<file path="src/rtl/seq_cla_divider_pkg.sv">
// Shared types and constants for the sequential CLA divider.
// Latency: n/a (types and constants only).
// Backpressure: n/a.
// Contents: FSM state encoding, counter width helper, lookahead group size.
package seq_cla_divider_pkg;

  typedef enum logic [1:0] {
    IDLE = 2'd0,
    RUN  = 2'd1,
    DONE = 2'd2
  } state_t;

  // Carry-lookahead group size used by the trial subtractor.
  localparam int LA_GROUP = 4;

  // Width of the iteration counter; it must be able to hold WIDTH itself.
  function automatic int cnt_width(input int width);
    return $clog2(width + 1);
  endfunction

  localparam int DEF_WIDTH = 8;
  localparam int DEF_CNT_W = $clog2(DEF_WIDTH + 1);

endpackage

</file>
<file path="src/rtl/seq_cla_divider_if.sv">
// Request/result bundle between a requester and the divider.
// Latency: n/a (wiring only).
// Backpressure: start is only honoured while ready is high; no queueing.
// Ports: start/dividend/divisor from the requester; ready/valid/quotient/
//        remainder/div_by_zero from the divider.
interface seq_cla_divider_if #(
  parameter int WIDTH = 8
);
  logic             start;
  logic [WIDTH-1:0] dividend;
  logic [WIDTH-1:0] divisor;
  logic             ready;
  logic             valid;
  logic [WIDTH-1:0] quotient;
  logic [WIDTH-1:0] remainder;
  logic             div_by_zero;

  modport master (
    output start, dividend, divisor,
    input  ready, valid, quotient, remainder, div_by_zero
  );

  modport slave (
    input  start, dividend, divisor,
    output ready, valid, quotient, remainder, div_by_zero
  );
endinterface

</file>
<file path="src/rtl/seq_cla_divider_cla_subtractor.sv">
// Combinational a - b as a + ~b + 1 using 4-bit carry-lookahead groups.
// Latency: 0 cycles (purely combinational).
// Backpressure: none.
// Ports: a, b (N bits) in; diff (N bits) and cout (1 = no borrow) out.
module cla_subtractor
  import seq_cla_divider_pkg::*;
#(
  parameter int N = 9
) (
  input  logic [N-1:0] a,
  input  logic [N-1:0] b,
  output logic [N-1:0] diff,
  output logic         cout
);

  localparam int NG = (N + LA_GROUP - 1) / LA_GROUP;
  localparam int NP = NG * LA_GROUP;

  logic [NP-1:0] a_pad, bn_pad, g, p;
  logic [NG:0]   gc;

  // Carry into bit j of a group, flattened into sum-of-products form so
  // every carry depends only on g/p and the group carry-in.
  function automatic logic la_carry(input logic [LA_GROUP-1:0] gg,
                                    input logic [LA_GROUP-1:0] pp,
                                    input logic cin, input int j);
    logic c, term;
    c = cin;
    for (int i = 0; i < j; i++) c = c & pp[i];
    for (int i = 0; i < j; i++) begin
      term = gg[i];
      for (int m = i + 1; m < j; m++) term = term & pp[m];
      c = c | term;
    end
    return c;
  endfunction

  assign a_pad[N-1:0]  = a;
  assign bn_pad[N-1:0] = ~b;
  // Pad bits propagate (p=1, g=0), so the last group's carry-out equals
  // the carry out of bit N-1.
  if (NP > N) begin : g_pad
    assign a_pad[NP-1:N]  = '0;
    assign bn_pad[NP-1:N] = '1;
  end

  assign g     = a_pad & bn_pad;
  assign p     = a_pad ^ bn_pad;
  assign gc[0] = 1'b1;

  for (genvar k = 0; k < NG; k++) begin : g_grp
    assign gc[k+1] = la_carry(g[k*LA_GROUP +: LA_GROUP], p[k*LA_GROUP +: LA_GROUP],
                              gc[k], LA_GROUP);
    for (genvar j = 0; j < LA_GROUP; j++) begin : g_bit
      if (k * LA_GROUP + j < N) begin : g_real
        assign diff[k*LA_GROUP+j] = p[k*LA_GROUP+j] ^
               la_carry(g[k*LA_GROUP +: LA_GROUP], p[k*LA_GROUP +: LA_GROUP], gc[k], j);
      end
    end
  end

  assign cout = gc[NG];

endmodule

</file>
<file path="src/rtl/seq_cla_divider.sv">
// Sequential unsigned restoring divider, one quotient bit per cycle.
// Latency: valid WIDTH+1 cycles after accepted start (1 cycle for divide by zero).
// Backpressure: ready only in IDLE; start otherwise ignored, nothing queued.
// Ports: clk, rst (async active-high); bus (slave side of seq_cla_divider_if).
module seq_cla_divider
  import seq_cla_divider_pkg::*;
#(
  parameter int WIDTH = 8
) (
  input  logic             clk,
  input  logic             rst,
  seq_cla_divider_if.slave bus
);

  localparam int CW = cnt_width(WIDTH);

  state_t           state_q, state_d;
  logic [WIDTH-1:0] p_q, q_q, d_q;
  logic [CW-1:0]    cnt_q;
  logic [WIDTH-1:0] quo_q, rem_q;
  logic             dbz_q;

  logic [WIDTH:0]   s, t;
  logic             no_borrow;
  logic [WIDTH-1:0] p_next, q_next;
  logic             accept, div_zero, last_iter;
  logic             unused_msbs;

  // Shift the next dividend bit into the partial remainder and trial-subtract.
  assign s = {p_q, q_q[WIDTH-1]};

  cla_subtractor #(.N(WIDTH + 1)) u_sub (
    .a    (s),
    .b    ({1'b0, d_q}),
    .diff (t),
    .cout (no_borrow)
  );

  // Partial remainder stays below the divisor, so the MSBs are always zero
  // on whichever path is kept.
  assign p_next      = no_borrow ? t[WIDTH-1:0] : s[WIDTH-1:0];
  assign q_next      = {q_q[WIDTH-2:0], no_borrow};
  assign unused_msbs = &{1'b0, t[WIDTH], s[WIDTH]};

  assign accept    = (state_q == IDLE) && bus.start;
  assign div_zero  = (bus.divisor == '0);
  assign last_iter = (cnt_q == CW'(1));

  always_ff @(posedge clk or posedge rst) begin
    if (rst) state_q <= IDLE;
    else     state_q <= state_d;
  end

  always_comb begin
    state_d = state_q;
    case (state_q)
      IDLE:    if (accept) state_d = div_zero ? DONE : RUN;
      RUN:     if (last_iter) state_d = DONE;
      DONE:    state_d = IDLE;
      default: state_d = IDLE;
    endcase
  end

  // Result registers load on the edge into DONE so valid and data line up.
  always_ff @(posedge clk or posedge rst) begin
    if (rst) begin
      p_q   <= '0;
      q_q   <= '0;
      d_q   <= '0;
      cnt_q <= '0;
      quo_q <= '0;
      rem_q <= '0;
      dbz_q <= 1'b0;
    end else begin
      case (state_q)
        IDLE: if (accept) begin
          p_q   <= '0;
          q_q   <= bus.dividend;
          d_q   <= bus.divisor;
          cnt_q <= CW'(WIDTH);
          if (div_zero) begin
            quo_q <= '1;
            rem_q <= bus.dividend;
            dbz_q <= 1'b1;
          end
        end
        RUN: begin
          p_q   <= p_next;
          q_q   <= q_next;
          cnt_q <= cnt_q - CW'(1);
          if (last_iter) begin
            quo_q <= q_next;
            rem_q <= p_next;
            dbz_q <= 1'b0;
          end
        end
        default: ;
      endcase
    end
  end

  assign bus.ready       = (state_q == IDLE);
  assign bus.valid       = (state_q == DONE);
  assign bus.quotient    = quo_q;
  assign bus.remainder   = rem_q;
  assign bus.div_by_zero = dbz_q;

endmodule

</file>
<file path="src/flat_wrapper.sv">
// flat-port wrapper written by rule: the top's interface ports become plain ports
module seq_cla_divider_flat import seq_cla_divider_pkg::*;
#(
  parameter int WIDTH = 8
)
  (clk, rst, bus_start, bus_dividend, bus_divisor, bus_ready, bus_valid, bus_quotient, bus_remainder, bus_div_by_zero);
  seq_cla_divider_if #(.WIDTH(WIDTH)) bus_i ();
  input  logic clk;
  input  logic rst;
  input wire logic [$bits(bus_i.start)-1:0] bus_start;
  input wire logic [$bits(bus_i.dividend)-1:0] bus_dividend;
  input wire logic [$bits(bus_i.divisor)-1:0] bus_divisor;
  output wire logic [$bits(bus_i.ready)-1:0] bus_ready;
  output wire logic [$bits(bus_i.valid)-1:0] bus_valid;
  output wire logic [$bits(bus_i.quotient)-1:0] bus_quotient;
  output wire logic [$bits(bus_i.remainder)-1:0] bus_remainder;
  output wire logic [$bits(bus_i.div_by_zero)-1:0] bus_div_by_zero;
  assign bus_i.start = bus_start;
  assign bus_i.dividend = bus_dividend;
  assign bus_i.divisor = bus_divisor;
  assign bus_ready = bus_i.ready;
  assign bus_valid = bus_i.valid;
  assign bus_quotient = bus_i.quotient;
  assign bus_remainder = bus_i.remainder;
  assign bus_div_by_zero = bus_i.div_by_zero;
  seq_cla_divider #(.WIDTH(WIDTH)) u_core (.clk(clk), .rst(rst), .bus(bus_i));
endmodule
</file>
<file path="config.mk">
export PLATFORM = sky130hd
export DESIGN_NAME = seq_cla_divider_flat
export DESIGN_NICKNAME = d
export VERILOG_FILES = /design/src/rtl/seq_cla_divider_pkg.sv /design/src/rtl/seq_cla_divider_if.sv /design/src/rtl/seq_cla_divider_cla_subtractor.sv /design/src/rtl/seq_cla_divider.sv /design/src/flat_wrapper.sv
export SDC_FILE = /design/constraint.sdc
export NUM_CORES = 1
export LEC_CHECK = 0
export ABC_AREA = 1
export BUFFER_PORTS_ARGS = -buffer_cell sky130_fd_sc_hd__buf_2
export CELL_PAD_IN_SITES_DETAIL_PLACEMENT = 0
export CELL_PAD_IN_SITES_GLOBAL_PLACEMENT = 1
export CORE_MARGIN = 4
export CORE_UTILIZATION = 25
export DETAILED_ROUTE_END_ITERATION = 16
export PLACE_DENSITY_LB_ADDON = 0.12
export SLEW_MARGIN = 5
export SYNTH_ARGS = -nofsm -noshare
export SYNTH_HDL_FRONTEND = slang
export SYNTH_SLANG_ARGS = --single-unit
</file>
<file path="constraint.sdc">
create_clock -name clk -period 6.66 [get_ports clk]
set_clock_uncertainty 0.15 [all_clocks]
set_input_delay 0.666 -clock clk [delete_from_list [all_inputs] [get_ports clk]]
set_output_delay 0.666 -clock clk [all_outputs]
set_load 0.005 [all_outputs]
</file>
==> flow_summary.json, run 1 <==
{
  "clk_pin_slew_ns": 0.09,
  "max_freq_mhz": 351.8,
  "vias_per_cell": 4.357,
  "first_pass_iters": 4,
  "synth_seq_cells": 47,
  "drtAntennaViolNets": 0,
  "p_seq_share_pct": 32.7,
  "rsz0062_at_grt": "false",
  "leakagePower_uw": 0.001513,
  "fin_crit_sh_pct": 42.68,
  "wire_per_inst_um": 13.73,
  "cts_buffers": 5,
  "finalPower_uw": 1517,
  "p_comb_share_pct": 55.4,
  "synth_flop_cell": "dfrtp_1",
  "antenna_found_initial": 0,
  "end_kind": "flop",
  "grt_usage_pct": 12.06,
  "grt_pass1_vias": 2158,
  "synthDistinctLibCells": 31,
  "clockPowerShare_pct": 11.9,
  "num_vias": 2061,
  "power_density_nw_per_um2": 520.6,
  "grt_max_degree": 48,
  "crit_fanout": 10,
  "fin_setup_tns_ns": 0,
  "totalWireLength_mm": 6.496,
  "syn_to_final_growth_pct": 16.10,
  "dieArea_um2": 11710,
  "start_util_pct": 25.68,
  "ys.warnings.count": 0,
  "postCtsSetupBuffers": 0,
  "synth-edff-count": 0,
  "finalCriticalPeriod_ns": 2.843,
  "cp-start-kind": "flop",
  "worst-endpoint-arrival_ns": 2.90,
  "gp_congestion": 0.7376,
  "switchingPower_uw": 711.0,
  "tightest_slew_ns": 0.6859,
  "maxSlewHeadroom_pct": 54.10,
  "critical_path_required_ns": 6.71,
  "drv_cap": 0,
  "status": "completed",
  "tritoncts": "done",
  "grt_pass1_wl_mm": 11.01,
  "irDropWorstVdd_mv": 0.1235,
  "hold_violations": 0,
  "hp-class": "reg -> reg",
  "drc": 0,
  "antennaDiodeCount": 0,
  "swShare_pct": 46.87,
  "clk_path_buf_depth": 2,
  "ys_seq_area_share_pct": 46.86,
  "synth_fp_nets": 334,
  "io_buffer_count": 37,
  "synth_area_per_cell_um2": 8.311,
  "fin_nets": 372,
  "ctsResizeCount": 0,
  "synthCells": 302,
  "drtIter0Drc": 78,
  "dieHeight_um": 108.2,
  "drv_slew": 0,
  "async_reset_ff_share_pct": 100.0,
  "fp-row-count": 36,
  "internal-power_uw": 805.9,
  "post_cts_hold_buffer_count": 0,
  "num_io_pins": 38,
  "core_area_um2": 9774,
  "fp.dieW_um": 108.2,
  "holdWs_ns": 0.3350,
  "dp_hpwl_mm": 4.696,
  "setup_viol": 0,
  "path_class": "reg -> reg",
  "cts_root_buffer": "clkbuf_8",
  "clk_latency_ns": 0.30,
  "htree_num_levels": 2,
  "synthesis.area_um2": 2510,
  "gr-total-overflow": 0,
  "drive_above_1_share_pct": 17.35,
  "clock-sinks": 47
}
## registers in the layout (all words and copies together), names as in the netlist
| name | count |
|---|---|
| u_core.bus.remainder | 8 |
| u_core.bus.div_by_zero | 1 |
| u_core.q_q | 8 |
| u_core.state_q | 2 |
| u_core.p_q | 8 |
| u_core.bus.quotient | 8 |
| u_core.cnt_q | 4 |
| u_core.d_q | 8 |
## worst max-delay path: stages (launching register included)
cell     delay (ns)
dfrtp_1        0.41
ha_1           0.35
nand3_1        0.11
nand4_1        0.11
nand2_1        0.08
inv_1          0.04
nor2_1         0.17
inv_1          0.08
ha_1           0.19
nand2_1        0.06
nand3_1        0.11
nand2_1        0.10
nand2_1        0.06
nand2_2        0.17
nand2_2        0.17
nand3_1        0.16
nand3_1        0.12
nand2_1        0.08
inv_1          0.03
## per-stage QoR
stage               instance area [um^2]  setup slack, ns  utilization, %  std cells
floorplan                           2510            4.218               -        302
global placement                    2826            3.800           28.92        466
detailed placement                  2826            3.776           28.92        466
CTS                                 2914            3.759           29.81        473
global route                        2914            3.399           29.81        473
finish                              2914            3.817           29.81        473
## power groups by stage
stage | Clock [uW] | Combinational (uW) | Sequential (uW)
final | 180 | 841 | 495
after global routing | 200 | 987 | 516
after CTS | 192 | 860 | 500
after detailed placement | 0 | 854 | 505
after global placement | 0 | 865 | 503
after floorplan | 0 | 631 | 488
## layout by cell type (no fill, tap or decap)
cell type  instances
inv_1             57
nand2_1           55
dfrtp_1           47
buf_2             37
nand3_1           30
nor2_1            21
o21ai_0           14
nand4_1           12
ha_1              12
a21oi_1           10
o221ai_1           7
or2_1              6
clkbuf_8           6
nand2_2            4
inv_2              3
xor2_1             2
or2_0              2
xnor2_1            2
nor2_8             1
clkinv_1           1
o21ai_2            1
nand4_2            1
nor2_2             1
nand2_4            1
inv_4              1
nor2_4             1
o22ai_1            1
o211ai_1           1
fa_1               1
clkinv_2           1
buf_4              1
## final timing paths
kind	start	endpoint	slack (ns)	depth (start not counted)
worst max-delay path	u_core.p_q[0]	u_core.bus.remainder[2]	3.82	18
worst min-delay path	u_core.cnt_q[3]	u_core.cnt_q[3]	0.34	1
worst max register to register	u_core.p_q[0]	u_core.bus.remainder[2]	3.82	18
worst min register to register	u_core.cnt_q[3]	u_core.cnt_q[3]	0.34	1
max in group asynchronous	rst	u_core.d_q[4]	5.58	3
min in group asynchronous	rst	u_core.bus.quotient[7]	0.37	3
## synth_stat cells (4+ instances only)
cell type	instances	area, um^2
o21ai_0	14	70.07
nand2_1	55	206.5
nor2_1	21	78.83
dfrtp_1	47	1176
nand4_1	12	75.07
o221ai_1	7	61.31
nand3_1	30	150.1
a21oi_1	10	50.05
or2_1	6	37.54
buf_2	4	20.02
nand2_2	4	25.02
ha_1	12	150.1
inv_1	58	217.7
## area by class of cell
class | instances | area (um^2)
clock inverters | 1 | 5.005
flip-flops and latches | 47 | 1176
fillers | 1108 | 6860
well taps | 133 | 166.4
inverters | 62 | 235.2
clock buffers | 6 | 82.58
repair buffers | 38 | 192.7
multi-input cells | 186 | 1056
## cell families (layout without fill, tap and decap cells)
family / after synthesis / after routing / synth area share (%)
buffers and inverters: 69 / 107 / 11.07
XOR/XNOR: 4 / 4 / 1.396
AO/OA/AOI/OAI: 34 / 34 / 8.126
adder cells (fa/ha/maj): 13 / 13 / 6.780
flip-flops: 47 / 47 / 46.86
AND/OR/NAND/NOR: 135 / 135 / 25.77
## per-layer routing
layer	vias up	part of all wire [%]	GRT usage (%)
met5	-	0	0
li1	1039	-	-
met3	4	3.2	2.209
met1	982	49	16.33
met4	0	0.91	2.976
met2	36	47	19.98
Note: power is estimated with default switching activity, not from simulation.
==> run 2, diff against run 1 <==
==> constraint.sdc (replaced) <==
create_clock -name clk -period 2.3 [get_ports clk]
set_clock_uncertainty 0.15 [all_clocks]
set_input_delay 0.23 -clock clk [delete_from_list [all_inputs] [get_ports clk]]
set_output_delay 0.23 -clock clk [all_outputs]
set_load 0.005 [all_outputs]
==> flow_summary.json, run 2 (synthesized netlist as in run 1, its figures left out) <==
{
  "final_cell_count_no_fill": 502,
  "failed_checks": "setup timing",
  "first_pass_iters": 4,
  "fin_util_pct": 33.96,
  "gr-total-overflow": 0,
  "fin_crit_sh_pct": 102.1,
  "regToRegStartpoint": "u_core.d_q[0]",
  "io_buffer_count": 37,
  "internal-power_uw": 2977,
  "fin_nets": 400,
  "worstSetupEndpoint": "u_core.bus.remainder[2]",
  "fp-row-count": 36,
  "dp_hpwl_mm": 5.180,
  "clockPowerShare_pct": 9.4,
  "antenna_found_initial": 0,
  "cts_buffers": 5,
  "grt_max_degree": 22,
  "drc": 0,
  "path_class": "reg -> reg",
  "hold_violations": 0,
  "fillers": 1097,
  "drv_cap": 0,
  "rsz0062_at_grt": "true",
  "switchingPower_uw": 2541,
  "clk_path_buf_depth": 2,
  "p_comb_share_pct": 64.6,
  "drive_above_1_share_pct": 30.35,
  "power_density_nw_per_um2": 1662,
  "worst-endpoint-arrival_ns": 2.40,
  "vias_per_cell": 4.331,
  "end_kind": "flop",
  "holdWs_ns": 0.02443,
  "status": "finished with violations",
  "crit_path_start": "u_core.d_q[0]",
  "leakagePower_uw": 0.001676,
  "irDropWorstVdd_mv": 0.6254,
  "final_common_cell": "inv_1",
  "drtIter0Drc": 55,
  "cts_root_buffer": "clkbuf_8",
  "gp_congestion": 0.7876,
  "crit_fanout": 6,
  "max_freq_mhz": 425.9,
  "maxSlewHeadroom_pct": 69.49,
  "finalCriticalPeriod_ns": 2.348,
  "swShare_pct": 46.05,
  "tightest_slew_ns": 0.4570,
  "design_area_um2": 3319,
  "p_seq_share_pct": 26.0,
  "start_util_pct": 25.68,
  "num_io_pins": 38,
  "worst_slack_ns": -0.04777,
  "reg2reg_depth": 19,
  "grt_pass1_wl_mm": 11.70,
  "regToRegSetupSlack_ns": -0.05,
  "grt_pass1_vias": 2336,
  "totalWireLength_mm": 6.938,
  "place_inst": 485,
  "htree_num_levels": 2,
  "setup_viol": 9,
  "core_area_um2": 9774,
  "grt_usage_pct": 12.98,
  "postPlaceCellArea_um2": 3075,
  "antennaDiodeCount": 0,
  "reg2reg_to": "u_core.bus.remainder[2]",
  "tritoncts": "done",
  "clk_pin_slew_ns": 0.09,
  "wire_per_inst_um": 13.82,
  "drv_slew": 0,
  "cp-start-kind": "flop",
  "num_vias": 2174,
  "dieHeight_um": 108.2,
  "hp-class": "in -> reg",
  "dieArea_um2": 11710,
  "critical_path_required_ns": 2.35,
  "drtAntennaViolNets": 0,
  "clk_latency_ns": 0.31,
  "layout_common_cells": "inv_1 (56), nand2_1 (50), dfrtp_1 (47)",
  "syn_to_final_growth_pct": 32.25,
  "clock-sinks": 47,
  "fp.dieW_um": 108.2
}
## run 2: repair_timing
action,CTS,global route
hold buffers,1,0
setup endpoints to repair,17,18
buffers inserted,7,1
pin swaps,12,5
gates resized for setup,10,10
hold endpoints to repair,19,0
cloned,2,0
## run 2: power by group through the flow
stage | clock network, uW | registers (uW) | logic (uW)
after floorplan | 0 | 1420 | 2090
after global placement | 0 | 1450 | 3070
after detailed placement | 0 | 1460 | 3070
after CTS | 539 | 1440 | 3480
after global routing | 570 | 1480 | 4040
final | 518 | 1430 | 3570
## run 2: critical path: stages (launching register included)
cell and delay [ns]:
dfrtp_1 0.36, inv_1 0.04, ha_1 0.30, nand3_1 0.09, nand4_1 0.11, nand2_1 0.08, inv_1 0.04, nor2_2 0.10
inv_1 0.06, ha_2 0.17, nand2_2 0.05, nand3_2 0.07, nand2_2 0.09, nand2_4 0.08, nand2_8 0.11, nand2_8 0.08
nand3_2 0.09, nand3_2 0.07, nand2_1 0.07, inv_1 0.03
## run 2: final cells by class
cell class	count	area (um^2)	area share (%)
clock buffer	6	72.57	2.186
sequential	47	1176	35.43
timing repair buffer	64	406.6	12.25
multi-input combinational	188	1250	37.66
clock inverter	2	12.51	0.3769
tap	133	166.4	5.013
inverter	62	235.2	7.086
## run 2: metal layers
metal  wire [um]  GRT usage, %
met5           0             0
met4         124         3.517
met3         279         2.806
met2        3373         22.38
met1        3161         16.43
## run 2: how the worst min path moves through the flow
stage | start | to | cells after the start
2_1_floorplan | bus_divisor[4] | u_core.d_q[4] | 2
5_1_grt | bus_divisor[4] | u_core.d_q[4] | 3
6_report | bus_divisor[4] | u_core.d_q[4] | 3
3_5_place_dp | rst | u_core.cnt_q[0] | 2
3_3_place_gp | rst | u_core.cnt_q[0] | 2
4_1_cts | bus_divisor[5] | u_core.d_q[5] | 3
## run 2: stage by stage
step | setup TNS (ns) | total power, uW | setup slack (ns)
finish | -0.2941 | 5518 | -0.04777
global route | -3.238 | 6095 | -0.2530
CTS | -0.6673 | 5456 | -0.07873
detailed placement | -1.542 | 4525 | -0.1681
global placement | -0.5883 | 4521 | -0.1040
floorplan | -0.03113 | 3503 | -0.02335
==> run 3, diff against run 2 <==
--- a/config.mk
+++ b/config.mk
@@ -5,12 +5,13 @@
 export SDC_FILE = /design/constraint.sdc
 export NUM_CORES = 1
 export LEC_CHECK = 0
-export ABC_AREA = 1
+export ABC_AREA = 0
 export BUFFER_PORTS_ARGS = -buffer_cell sky130_fd_sc_hd__buf_2
 export CELL_PAD_IN_SITES_DETAIL_PLACEMENT = 0
 export CELL_PAD_IN_SITES_GLOBAL_PLACEMENT = 1
 export CORE_MARGIN = 4
 export CORE_UTILIZATION = 25
+export CTS_CLUSTER_SIZE = 30
 export DETAILED_ROUTE_END_ITERATION = 16
 export PLACE_DENSITY_LB_ADDON = 0.12
 export SLEW_MARGIN = 5
==> flow_summary.json, run 3 <==
{
  "finalPower_uw": 5414,
  "fp.dieW_um": 105.3,
  "dieArea_um2": 11100,
  "fp-row-count": 35,
  "hp-class": "in -> reg",
  "place_inst": 445,
  "cts_root_buffer": "clkbuf_8",
  "synth_area_per_cell_um2": 9.180,
  "slowest_stage": "or4b_1",
  "worstHoldStart": "bus_divisor[1]",
  "max_freq_mhz": 359.1,
  "dp_hpwl_mm": 4.753,
  "synth_flop_cell": "dfrtp_1",
  "grt_max_degree": 48,
  "grt_pass1_wl_mm": 10.79,
  "yosysMostFrequentCell": "nand2_1",
  "clock-sinks": 47,
  "num_vias": 2107,
  "regToRegStartpoint": "u_core.d_q[0]",
  "path_class": "reg -> reg",
  "clk_path_buf_depth": 2,
  "synth_seq_cells": 47,
  "synth.area.top_cells": "dfrtp_1 (50%), nand2_1 (7.8%), ha_1 (6.3%)",
  "antenna_found_initial": 0,
  "failed_checks": "setup timing",
  "drv_cap": 0,
  "clk_pin_slew_ns": 0.09,
  "hold-path-cell-count": 3,
  "totalWireLength_mm": 6.481,
  "ys.warnings.count": 0,
  "worst_slack_ns": -0.4850,
  "gr-total-overflow": 0,
  "async_reset_ff_share_pct": 100.0,
  "postPlaceCellArea_um2": 2959,
  "final_cell_count_no_fill": 467,
  "vias_per_cell": 4.512,
  "yosys.area.top_type": "dfrtp_1",
  "synth_top_cell_area_share_pct": 49.66,
  "status": "finished with violations",
  "synth-edff-count": 0,
  "synth_top_cells_by_count": "nand2_1 (49), dfrtp_1 (47), nor2_1 (30), o21ai_0 (16), inv_1 (15)",
  "finalCriticalPeriod_ns": 2.785,
  "fin_util_pct": 35.02,
  "setup_viol": 18,
  "critical_path_required_ns": 2.37,
  "fin_nets": 369,
  "clk_latency_ns": 0.30,
  "fillers": 1012,
  "drtAntennaViolNets": 0,
  "drc": 0,
  "drive_above_1_share_pct": 30.77,
  "leakagePower_uw": 0.001448,
  "num_io_pins": 38,
  "tritoncts": "done",
  "htree_num_levels": 2,
  "cpMostUsedCell": "ha_4",
  "synthesis.area_um2": 2369,
  "dieHeight_um": 105.3,
  "irDropWorstVdd_mv": 0.6112,
  "fin_crit_sh_pct": 121.1,
  "first_pass_iters": 4,
  "final_common_cell": "nand2_1",
  "antennaDiodeCount": 0,
  "drtIter0Drc": 44,
  "power_density_nw_per_um2": 1673,
  "end_kind": "flop",
  "gp_congestion": 0.7461,
  "rsz0062_at_grt": "true",
  "hold_path_end": "u_core.d_q[1]",
  "syn_to_final_growth_pct": 36.61,
  "worst-endpoint-arrival_ns": 2.86,
  "cpPeakStageDelay_ns": 0.46,
  "crit_fanout": 5,
  "maxSlewHeadroom_pct": 53.57,
  "cts_buffers": 5,
  "synthDistinctLibCells": 40,
  "reg2reg_depth": 12,
  "ys_seq_area_share_pct": 49.66,
  "wire_per_inst_um": 13.88,
  "synth_fp_nets": 290,
  "regToRegSetupSlack_ns": -0.49,
  "layout_common_cells": "nand2_1 (49), dfrtp_1 (47), buf_4 (40)",
  "core_area_um2": 9240,
  "grt_pass1_vias": 2169,
  "grt_usage_pct": 12.20,
  "path_cells": "inv_2, ha_4, o211ai_1, nand2_1, and2_1, or2_4, ha_4, o21a_4, or4b_1, o311ai_1, o2111ai_1, a31oi_1",
  "cp-start-kind": "flop",
  "drv_slew": 0,
  "synthCells": 258,
  "hold_violations": 0,
  "reg2reg_to": "u_core.bus.remainder[6]",
  "design_area_um2": 3236,
  "start_util_pct": 25.63,
  "io_buffer_count": 37,
  "tightest_slew_ns": 0.6965
}
## run 3: cell types whose count changed in the layout (fill, tap and decap cells not counted), moves of 6 or more
cell and change:
a31oi_1 +13, buf_4 +16, inv_1 -43, nand2_2 -7
nand3_1 -11, nand3_2 -12, nand4_1 -12, nor2_1 +9
o221ai_1 -7, or2_1 -6
## run 3: cell type report
| cell class | count | area [um^2] | share of cell area (%) |
|---|---|---|---|
| clock buffer | 6 | 72.57 | 2.243 |
| clock inverter | 2 | 12.51 | 0.3867 |
| inverter | 15 | 56.30 | 1.740 |
| multi-input combinational | 186 | 1210 | 37.39 |
| sequential | 47 | 1176 | 36.35 |
| tap | 129 | 161.4 | 4.988 |
| timing repair buffer | 82 | 546.8 | 16.90 |
## run 3: timing repair
action | 4_1_cts | 5_1_grt
endpoints found under the setup margin | 18 | 18
endpoints found under the hold margin | 49 | 0
cloned | 0 | 0
pin swaps | 7 | 6
resized for setup | 9 | 7
buffers inserted | 9 | 2
hold buffers | 3 | 0
## run 3: routing by layer
metal  GRT usage [%]  vias to the layer above  routed length, um
li1                -                     1041                  -
met1           15.98                     1035               3043
met5               0                        -                  0
met4           2.812                        0                 15
met3           2.205                        2                127
met2           20.90                       29               3295
## run 3: kinds of logic after synthesis
logic type | count (synthesis) | synth area share [%]
XOR/XNOR | 4 | 1.479
AND/OR/NAND/NOR | 99 | 17.86
AO/OA/AOI/OAI | 64 | 16.90
multiplexers | 6 | 2.800
flip-flops | 47 | 49.66
adder cells (fa/ha/maj) | 13 | 7.184
buffers and inverters | 25 | 4.120
## run 3: metrics by stage
step	setup slack [ns]	hold WS, ns	TNS [ns]
6_report	-0.4850	0.01674	-6.279
3_3_place_gp	-0.4990	0.2925	-6.507
4_1_cts	-0.5039	0.01151	-6.307
2_1_floorplan	-0.4031	0.1968	-3.038
3_5_place_dp	-0.5304	0.2886	-6.916
5_1_grt	-0.6391	0.02033	-9.018
## run 3: worst max-delay path by stage
stage	start	to	slack, ns	cells past startpoint
3_5_place_dp	u_core.d_q[0]	u_core.bus.remainder[6]	-0.53	12
6_report	u_core.d_q[0]	u_core.bus.remainder[6]	-0.49	12
5_1_grt	u_core.d_q[0]	u_core.bus.remainder[6]	-0.64	12
3_3_place_gp	u_core.d_q[0]	u_core.bus.remainder[6]	-0.50	12
2_1_floorplan	u_core.d_q[0]	u_core.bus.remainder[6]	-0.40	12
4_1_cts	u_core.d_q[0]	u_core.bus.remainder[6]	-0.50	12
## run 3: power breakdown
part / total, uW / leakage [uW] / internal, uW / switching (uW)
clock network: 505 / 0.0000412 / 213 / 291
registers: 1450 / 0.000540 / 1210 / 239
logic: 3460 / 0.000867 / 1790 / 1660
total: 5410 / 0.00145 / 3220 / 2190
## run 3: worst max-delay path, delay by kind of cell, from the launching register on
family	cells	cell delay [ns]
flip-flops	1	0.40
AO/OA/AOI/OAI	5	0.78
buffers and inverters	1	0.09
AND/OR/NAND/NOR	4	0.93
adder cells (fa/ha/maj)	2	0.36
